===== config.mk =====
export PLATFORM = sky130hd
export DESIGN_NAME = node_driver_flat
export DESIGN_NICKNAME = d
export VERILOG_FILES = /design/src/rtl/node_driver_if.sv /design/src/rtl/node_driver.sv /design/src/flat_wrapper.sv
export SDC_FILE = /design/constraint.sdc
export NUM_CORES = 1
export LEC_CHECK = 0
export ABC_AREA = 1
export CAP_MARGIN = 30
export CORE_AREA = 2 2 76 78
export DETAILED_ROUTE_END_ITERATION = 6
export DIE_AREA = 0 0 78 80
export PLACE_DENSITY = 0.88
export SLEW_MARGIN = 20
export SYNTH_ARGS = -nofsm -noshare
export SYNTH_HDL_FRONTEND = slang
export SYNTH_SLANG_ARGS = --single-unit

===== constraint.sdc =====
create_clock -name CLK -period 1.7 [get_ports CLK]
set_input_delay 0.425 -clock CLK [delete_from_list [all_inputs] [get_ports CLK]]
set_output_delay 0.425 -clock CLK [all_outputs]
set_load 0.005 [all_outputs]

===== src/rtl/node_driver_if.sv =====
// Bundles the three handshakes around one node: the command stream in, the node
// start/ready/result signals, and the result stream out.
interface node_driver_if #(
    parameter int unsigned W = 16
) ();
    logic         CMD_VALID;
    logic         CMD_READY;
    logic [W-1:0] CMD_DATA;
    logic         N_ST;
    logic [W-1:0] N_IN;
    logic         N_RD;
    logic [W-1:0] N_RES;
    logic         OUT_VALID;
    logic         OUT_READY;
    logic [W-1:0] OUT_DATA;

    // master: the driver itself
    modport master (
        input  CMD_VALID, CMD_DATA, N_RD, N_RES, OUT_READY,
        output CMD_READY, N_ST, N_IN, OUT_VALID, OUT_DATA
    );

    // slave: the sequencer, node and result consumer around the driver
    modport slave (
        output CMD_VALID, CMD_DATA, N_RD, N_RES, OUT_READY,
        input  CMD_READY, N_ST, N_IN, OUT_VALID, OUT_DATA
    );
endinterface


===== src/rtl/node_driver.sv =====
// Initiator for one node: takes an operand, pulses ST, waits for RD low-then-high, returns RES.
// Define NODE_DRIVER_TIMEOUT_EN to abort stalled operations after TMO_CYCLES and flag ERR.
module node_driver #(
    parameter int unsigned W    = 16,
    parameter int unsigned CNTW = 16
`ifdef NODE_DRIVER_TIMEOUT_EN
    ,
    parameter int unsigned TMO_CYCLES = 64
`endif
) (
    input  logic            CLK,
    input  logic            RST,
    node_driver_if.master   bus,
    output logic [CNTW-1:0] DONE_CNT,
    output logic            ERR
);

    typedef enum logic [1:0] {
        StIdle,
        StFire,
        StWaitDone,
        StHold
    } state_e;

    state_e          state_q, state_d;
    logic            n_st_q, n_st_d;
    logic [W-1:0]    n_in_q, n_in_d;
    logic            out_valid_q, out_valid_d;
    logic [W-1:0]    out_data_q, out_data_d;
    logic [CNTW-1:0] done_cnt_q, done_cnt_d;
    logic            cmd_ready;

`ifdef NODE_DRIVER_TIMEOUT_EN
    localparam int unsigned TmoW = (TMO_CYCLES > 1) ? $clog2(TMO_CYCLES) : 1;
    localparam logic [TmoW-1:0] TmoLast = TmoW'(TMO_CYCLES - 1);

    logic [TmoW-1:0] tmo_cnt_q, tmo_cnt_d;
    logic            err_q, err_d;
`endif

    assign cmd_ready = (state_q == StIdle) && bus.N_RD && !RST;

    always_comb begin
        state_d     = state_q;
        n_st_d      = n_st_q;
        n_in_d      = n_in_q;
        out_valid_d = out_valid_q;
        out_data_d  = out_data_q;
        done_cnt_d  = done_cnt_q;
`ifdef NODE_DRIVER_TIMEOUT_EN
        tmo_cnt_d   = '0;
        err_d       = err_q;
`endif

        unique case (state_q)
            StIdle: begin
                if (bus.CMD_VALID && cmd_ready) begin
                    n_in_d  = bus.CMD_DATA;
                    n_st_d  = 1'b1;
                    state_d = StFire;
                end
            end
            // Only a low RD counts as the acknowledge; a stale high is ignored here.
            StFire: begin
                if (!bus.N_RD) begin
                    n_st_d  = 1'b0;
                    state_d = StWaitDone;
                end
            end
            StWaitDone: begin
                if (bus.N_RD) begin
                    out_data_d  = bus.N_RES;
                    out_valid_d = 1'b1;
                    done_cnt_d  = done_cnt_q + CNTW'(1);
                    state_d     = StHold;
                end
            end
            StHold: begin
                if (bus.OUT_READY) begin
                    out_valid_d = 1'b0;
                    state_d     = StIdle;
                end
            end
            default: state_d = StIdle;
        endcase

`ifdef NODE_DRIVER_TIMEOUT_EN
        // Counter runs only while a state persists, so it restarts on FIRE->WAIT_DONE.
        if ((state_q == StFire || state_q == StWaitDone) && state_d == state_q) begin
            if (tmo_cnt_q == TmoLast) begin
                n_st_d  = 1'b0;
                err_d   = 1'b1;
                state_d = StIdle;
            end else begin
                tmo_cnt_d = tmo_cnt_q + TmoW'(1);
            end
        end
`endif
    end

    always_ff @(posedge CLK) begin
        if (RST) begin
            state_q     <= StIdle;
            n_st_q      <= 1'b0;
            n_in_q      <= '0;
            out_valid_q <= 1'b0;
            out_data_q  <= '0;
            done_cnt_q  <= '0;
        end else begin
            state_q     <= state_d;
            n_st_q      <= n_st_d;
            n_in_q      <= n_in_d;
            out_valid_q <= out_valid_d;
            out_data_q  <= out_data_d;
            done_cnt_q  <= done_cnt_d;
        end
    end

`ifdef NODE_DRIVER_TIMEOUT_EN
    always_ff @(posedge CLK) begin
        if (RST) begin
            tmo_cnt_q <= '0;
            err_q     <= 1'b0;
        end else begin
            tmo_cnt_q <= tmo_cnt_d;
            err_q     <= err_d;
        end
    end

    assign ERR = err_q;
`else
    assign ERR = 1'b0;
`endif

    assign bus.CMD_READY = cmd_ready;
    assign bus.N_ST      = n_st_q;
    assign bus.N_IN      = n_in_q;
    assign bus.OUT_VALID = out_valid_q;
    assign bus.OUT_DATA  = out_data_q;
    assign DONE_CNT      = done_cnt_q;

endmodule

===== src/flat_wrapper.sv =====
// flat-port wrapper written by rule: the top's interface ports become plain ports
module node_driver_flat 
#(
    parameter int unsigned W    = 16,
    parameter int unsigned CNTW = 16

)
  (CLK, RST, DONE_CNT, ERR, bus_CMD_VALID, bus_CMD_DATA, bus_N_RD, bus_N_RES, bus_OUT_READY, bus_CMD_READY, bus_N_ST, bus_N_IN, bus_OUT_VALID, bus_OUT_DATA);
  node_driver_if #(.W(W)) bus_i ();
  input  logic CLK;
  input  logic RST;
  output logic [CNTW-1:0] DONE_CNT;
  output logic ERR;
  input wire logic [$bits(bus_i.CMD_VALID)-1:0] bus_CMD_VALID;
  input wire logic [$bits(bus_i.CMD_DATA)-1:0] bus_CMD_DATA;
  input wire logic [$bits(bus_i.N_RD)-1:0] bus_N_RD;
  input wire logic [$bits(bus_i.N_RES)-1:0] bus_N_RES;
  input wire logic [$bits(bus_i.OUT_READY)-1:0] bus_OUT_READY;
  output wire logic [$bits(bus_i.CMD_READY)-1:0] bus_CMD_READY;
  output wire logic [$bits(bus_i.N_ST)-1:0] bus_N_ST;
  output wire logic [$bits(bus_i.N_IN)-1:0] bus_N_IN;
  output wire logic [$bits(bus_i.OUT_VALID)-1:0] bus_OUT_VALID;
  output wire logic [$bits(bus_i.OUT_DATA)-1:0] bus_OUT_DATA;
  assign bus_i.CMD_VALID = bus_CMD_VALID;
  assign bus_i.CMD_DATA = bus_CMD_DATA;
  assign bus_i.N_RD = bus_N_RD;
  assign bus_i.N_RES = bus_N_RES;
  assign bus_i.OUT_READY = bus_OUT_READY;
  assign bus_CMD_READY = bus_i.CMD_READY;
  assign bus_N_ST = bus_i.N_ST;
  assign bus_N_IN = bus_i.N_IN;
  assign bus_OUT_VALID = bus_i.OUT_VALID;
  assign bus_OUT_DATA = bus_i.OUT_DATA;
  node_driver #(.W(W), .CNTW(CNTW)) u_core (.CLK(CLK), .RST(RST), .bus(bus_i), .DONE_CNT(DONE_CNT), .ERR(ERR));
endmodule

# Word level (Yosys, flattened, before mapping)
# Index checks and enable logic that the tools add are counted.
[word_totals]
memories = 0
ff_bits = 52
input_bits = 37
latchBits = 0
ram_bits = 0
romBits = 0
out_inout_bits = 52
[op_classes]
div = 0
muxes = 11
magnitude_cmp = 0
bitwise_logic = 0
n_shift = 0
n_mul = 0
n_eq_ne = 7
n_reduce_logical = 12
n_addsub = 1
[ops]
columns = ["op", "n"]
rows = [
  ["$add A16 B1 Y16 const B", 1],
  ["$mux W2", 4],
  ["$ne A2 B2 Y1 const B", 4],
  ["$pmux W2 S4", 1],
  ["$reduce_and A3 Y1", 2],
  ["$eq A2 B2 Y1 const B", 2],
  ["$mux W1", 4],
  ["$pmux W1 S2", 2],
  ["$reduce_and A2 Y1", 2],
  ["$reduce_and A4 Y1", 1],
  ["$reduce_bool A2 Y1", 2],
  ["$logic_and A1 B1 Y1", 3],
  ["$eq A2 B1 Y1 const B", 1],
  ["$logic_not A2 Y1", 1],
  ["$logic_not A1 Y1", 1],
]

# Logic depth before layout (Yosys ltp)
# Gate-level depths: netlist of run 1.
[logic_depth]
depth_word = 6
mapped_depth = 10
mapped_depth_nobuf = 10

# Least setup slack after synthesis of run 1
# Ideal clock, no wire load.
[synth_path]
path_type = "flip-flop to output port"
start = "register u_core.state_q[0]"
end = "output bus_CMD_READY"
path_buffers = 1
arrival_time_ns = 1.035
slack_ns = 0.240
path_stages_with_launch = 6
cell_sequence = "dfxtp_1 -> inv_1 -> ha_1 -> nand2_1 -> nor2_4 -> buf_4"
[synth_between]
elab_chain_len = 3
[synth_rtl]
columns = ["item", "line_no", "source"]
rows = [
  ["start, declared", "node_driver.sv:25", "state_e state_q, state_d;"],
  ["start signal, assigned", "node_driver.sv:103", "state_q <= StIdle;"],
  ["start signal, assigned", "node_driver.sv:110", "state_q <= state_d;"],
  ["$logic_not A2 Y1", "node_driver.sv:41", "assign cmd_ready = (state_q == StIdle) && bus.N_RD && !RST;"],
  ["$logic_and A1 B1 Y1 (2 in a row)", "node_driver.sv:41", ""],
  ["end, declared", "flat_wrapper.sv:19", "output wire logic [$bits(bus_i.CMD_READY)-1:0] bus_CMD_READY;"],
]
# Every way passes these cells.

# Worst setup path in the final report of run 1
[layout_path]
start = "register u_core.done_cnt_q[4] (netlist: u_core.DONE_CNT[4])"
end = "output DONE_CNT[4]"
[layout_rtl]
columns = ["item", "line_no", "source"]
rows = [
  ["start, declared", "node_driver.sv:30", "logic [CNTW-1:0] done_cnt_q, done_cnt_d;"],
  ["start signal, assigned", "node_driver.sv:115", "done_cnt_q <= done_cnt_d;"],
  ["end, declared", "flat_wrapper.sv:12", "output logic [CNTW-1:0] DONE_CNT;"],
]
# No word-level cell between the ends.

==> results of run 1 <==
[registers in the layout, indices dropped and copies added, names as in the netlist]
signal	count
u_core.state_q	2
u_core.DONE_CNT	16
u_core.bus.N_IN	16
u_core.bus.OUT_DATA	16
u_core.bus.N_ST	1
u_core.bus.OUT_VALID	1
[final timing paths]
| kind | startpoint | end | slack, ns |
|---|---|---|---|
| max reg2reg | u_core.state_q[0] | u_core.DONE_CNT[9] | 0.16 |
| max | u_core.DONE_CNT[4] | DONE_CNT[4] | 0.06 |
| min reg2reg | u_core.bus.N_IN[3] | u_core.bus.N_IN[3] | 0.46 |
| min | u_core.bus.N_IN[3] | u_core.bus.N_IN[3] | 0.46 |
[cell usage after synthesis, drive strengths merged]
| cell type | count |
|---|---|
| o21a | 1 |
| inv | 27 |
| clkbuf | 7 |
| ha | 6 |
| nor3b | 1 |
| buf | 7 |
| nor2 | 67 |
| conb | 1 |
| o21bai | 1 |
| o21ai | 24 |
| nor3 | 4 |
| nand2 | 60 |
| nand4 | 6 |
| nand3 | 22 |
| a21oi | 24 |
| a211oi | 1 |
| dfxtp | 52 |
[per-layer routing]
metal,track usage,vias up,part of all wire
met5,0,-,0
met4,0.0789,0,0.016
met3,0.0396,11,0.035
met2,0.358,55,0.53
met1,0.218,1072,0.42
li1,-,1191,-
[what timing repair did]
| item | 4_1_cts | 5_1_grt |
|---|---|---|
| resized for setup | 8 | 20 |
| pin swaps | 2 | 1 |
| setup endpoints to repair | 1 | 25 |
[per-stage QoR]
stage	setup TNS [ns]	utilization	cells	hold slack, ns	instance area (µm²)
2_1_floorplan	0	-	311	0.457	2230
3_3_place_gp	-5.97	0.608	476	0.448	3290
3_5_place_dp	-7.39	0.608	476	0.451	3290
4_1_cts	0	0.625	484	0.465	3380
5_1_grt	-0.00790	0.633	484	0.485	3420
6_report	0	0.633	484	0.463	3420
[area by class of cell]
cell class                 count  area, µm²
tap                           72       90.1
clock inverter                 3       18.8
clock buffer                   5       68.8
timing repair buffer         107       1050
inverter                      27        101
fill                         464       1980
sequential                    52       1050
multi-input combinational    218       1040
[power by group]
part	leakage [nW]	switching, mW	internal (mW)
Sequential	0.426	0.0692	1.35
Combinational	0.836	0.412	0.516
Clock	0.0479	0.402	0.288
Total	1.31	0.883	2.15
[cell families (layout without fill, tap and decap cells)]
family / Yosys count / count (layout) / share of synthesized area
compound gates: 51 / 51 / 0.118
fa+ha+maj: 6 / 6 / 0.0337
buf+inv: 41 / 142 / 0.0814
flops: 52 / 52 / 0.467
other cells: 1 / 1 / 0.00168
simple gates: 160 / 160 / 0.299
==> out/results.ini, run 1 <==
[cells_and_area]
drive_gt1_frac=0.124
final_common_cell=clkdlybuf4s50_1
area_delta_synth_final_pct=53.5
nets=454
layout_common_cells=clkdlybuf4s50_1 (85), nor2_1 (64), nand2_1 (59)
antenna_cells=0

[floorplanning]
start_util=0.412
row_count=27
ios=89
die_h_um=80
core_area_um2=5410
die_area_um2=6240
die_w_um=78

[setup_path]
path_depth=1
cp_slowest_cell=clkdlybuf4s50_1
path_buf_inv=1
r2r_cells=8
critical_path_arrival_ns=1.22
critPathTopFamily=buffers and inverters
startpoint_type=register
crit_type=register to output pin
path_cells=clkdlybuf4s50_1
cp_max_fo=4
end_kind=output pin
crit_required_ns=1.27
cpPeakStageDelay_ns=0.52

[clock_network]
post_cts_buffers=0
postCtsHoldBufs=0
cts.sinks=52
cts_tree=built
cts_buffer_depth=2
clock-root-buffer=clkbuf_8
cts_made_buffers=5
clk_pin_slew_ns=0.10
h-tree-depth=2
clk_latency_ns=0.30

[run_status]
status=completed

[power_and_ir_drop]
ir_worst_vdd_mv=0.536
p_total_mw=3.04
power.leakage_nw=1.31
p_per_area_nw_per_um2=887

[logic_synthesis]
yosysUniqueCellTypes=22
synth_nets=354
ys_ff_latch=52
postSynthCellCount=311
yosysWarnings=0
syn_area_per_cell_um2=7.17
ys_seq_area_frac=0.467
synth_top_cell_area_share=0.467
synthesis.area_um2=2230
synth_area_leaders=dfxtp_1 (47%), nor2_1 (11%), nand2_1 (10%)
post-synth-top-area-cell=dfxtp_1

[sta]
fin_crit_sh=0.966
worst_slack_ns=0.0571
min_period_ns=1.64
timing.fmax_mhz=609
skew_ns=0.0105
finalMaxSlewViolations=0
hold_viol=0
setup_violations=0

[run]
drv_cap=0

[drt]
final_antenna_net_count=0
via_per_inst=4.81
vias=2329
routedWlPerCell_um=12.5
initialDrtViolationCount=129
routed_wl_um=6050
drc=0
drt_pass1_iterations=4

[min_path]
hold_path_class=register to register
hold_depth=2

[grt]
grt_use_total=0.194
grt_start_max_net_pins=33
grt_pass1_vias=2231
gr-total-overflow=0
antenna_found_initial=0
grt_pass1_wl_um=9690

[placement]
pre_cts_slack_ns=-0.363
place_congestion=0.871
hpwl_um=4450
port_buffers=87

(Power assumes the default switching activity.)
==> inputs of run 2 (changes only) <==
Settings changed: TNS_END_PERCENT set to 1.
==> run 2 against run 1 <==
Effect of this change:
- register-to-register slack better by 0.02 ns
- sequential share of layout area is 0.067 points higher
- clock skew is 0.00066 ns lower
- critical endpoint is now bus_CMD_READY
- first-iteration DRC count is 4.7% higher
==> out/results.ini, run 2 (synthesis results as in run 1) <==
[grt]
grt_pass1_wl_um=9690
grt_pass1_vias=2231
antenna_found_initial=0
grt_use_total=0.194
grt_start_max_net_pins=33
gr-total-overflow=0

[setup_path]
cp_slowest_cell=dfxtp_2
cp-endpoint=bus_CMD_READY
crit_required_ns=1.27
cpPeakStageDelay_ns=0.33
reg2reg_setup_slack_ns=0.18
end_kind=output pin
startpoint_type=register
regToRegStartpoint=u_core.state_q[0]
cp_max_fo=2
path_buf_inv=2
path_depth=5
crit_type=register to output pin
critical_path_arrival_ns=1.24
r2r-end=u_core.DONE_CNT[9]
startpoint=u_core.state_q[0]
critPathTopFamily=flip-flops
path_cells=inv_2 > ha_2 > nand2_2 > nor2_4 > clkdlybuf4s15_2
r2r_cells=8

[floorplanning]
die_area_um2=6240
core_area_um2=5410
start_util=0.412
die_h_um=80
row_count=27
ios=89
die_w_um=78

[clock_network]
clock-root-buffer=clkbuf_8
postCtsHoldBufs=0
cts_buffer_depth=2
cts_tree=built
cts.sinks=52
h-tree-depth=2
clk_pin_slew_ns=0.10
cts_made_buffers=5
clk_latency_ns=0.30

[power_and_ir_drop]
power_switching_uw=877
power_frac_seq=0.469
p_per_area_nw_per_um2=885
p_clk_frac=0.228
p_int_mw=2.14
p_total_mw=3.02
power.leakage_nw=1.31
ir_worst_vdd_mv=0.536
power_switching_share=0.290
p_comb_frac=0.302

[sta]
finalMaxSlewViolations=0
setup_tns_ns=0
timing.fmax_mhz=600
hold_viol=0
whs_ns=0.466
rsz0062_at_grt=true
fin_crit_sh=0.981
skew_ns=0.00979
worst_slack_ns=0.0326
min_period_ns=1.67
setup_violations=0

[cells_and_area]
antenna_cells=0
nets=454
drive_gt1_frac=0.121
final_common_cell=clkdlybuf4s50_1
post-route-util=0.632
fill_cells=465
fin_area_um2=3420
area_delta_synth_final_pct=53.2
layout_common_cells=clkdlybuf4s50_1 (85), nor2_1 (64), nand2_1 (59)
layout.cells.non_filler=484

[placement]
pre_cts_slack_ns=-0.363
place_area_um2=3290
hpwl_um=4450
port_buffers=87
dp.cells=476
place_congestion=0.871

[drt]
drc=0
drt_pass1_iterations=4
routed_wl_um=6040
via_per_inst=4.81
final_antenna_net_count=0
routedWlPerCell_um=12.5
vias=2327
initialDrtViolationCount=135

[min_path]
hold_path_class=register to register
hp-start=u_core.bus.N_IN[1]

[run_status]
status=completed

[run]
drv_cap=0

## run 2: changes by cell type in the layout (fill, tap and decap cells not counted), sizes merged
cell / change
clkdlybuf4s15: +1
buf: -1
## run 2: worst min-delay path: stages, from the launching register on
cell and delay, ns:
dfxtp_1 0.32, nand2_1 0.06, a21oi_1 0.05
## run 2: worst min-delay path by stage
| stage | endpoint | slack, ns | cells past startpoint |
|---|---|---|---|
| after floorplan | u_core.bus.N_IN[14] | 0.46 | 2 |
| after global placement | u_core.bus.N_IN[14] | 0.45 | 2 |
| after detailed placement | u_core.bus.N_IN[3] | 0.45 | 2 |
| after CTS | u_core.bus.N_IN[3] | 0.46 | 2 |
| after global routing | u_core.bus.N_IN[2] | 0.48 | 2 |
| final | u_core.bus.N_IN[1] | 0.47 | 2 |
## run 2: routing by layer
metal | vias to the layer above | GRT usage | routed length [µm]
met4 | 0 | 0.0789 | 97
met3 | 11 | 0.0396 | 197
met5 | - | 0 | 0
met1 | 1070 | 0.218 | 2520
met2 | 52 | 0.358 | 3230
li1 | 1194 | - | -
## run 2: area by class of cell
class	instances	area, µm²	share of cell area
clock buffers	5	68.8	0.0201
repair buffers	107	1050	0.307
well taps	72	90.1	0.0264
inverters	27	101	0.0297
multi-input cells	218	1030	0.303
flip-flops and latches	52	1050	0.308
clock inverters	3	18.8	0.00549
## run 2: repair_timing
action / CTS / global route
cloned: 0 / 0
pin swaps: 2 / 0
setup buffers: 0 / 0
gates resized for setup: 8 / 16
setup endpoints to repair: 1 / 25
## run 2: power groups by stage
stage               clock network (mW)  logic, mW  registers [mW]
floorplan                            0      0.389            1.45
global placement                     0      0.864            1.43
detailed placement                   0      0.900            1.44
CTS                              0.718      0.911            1.41
global route                     0.770       1.00            1.44
finish                           0.690      0.913            1.42
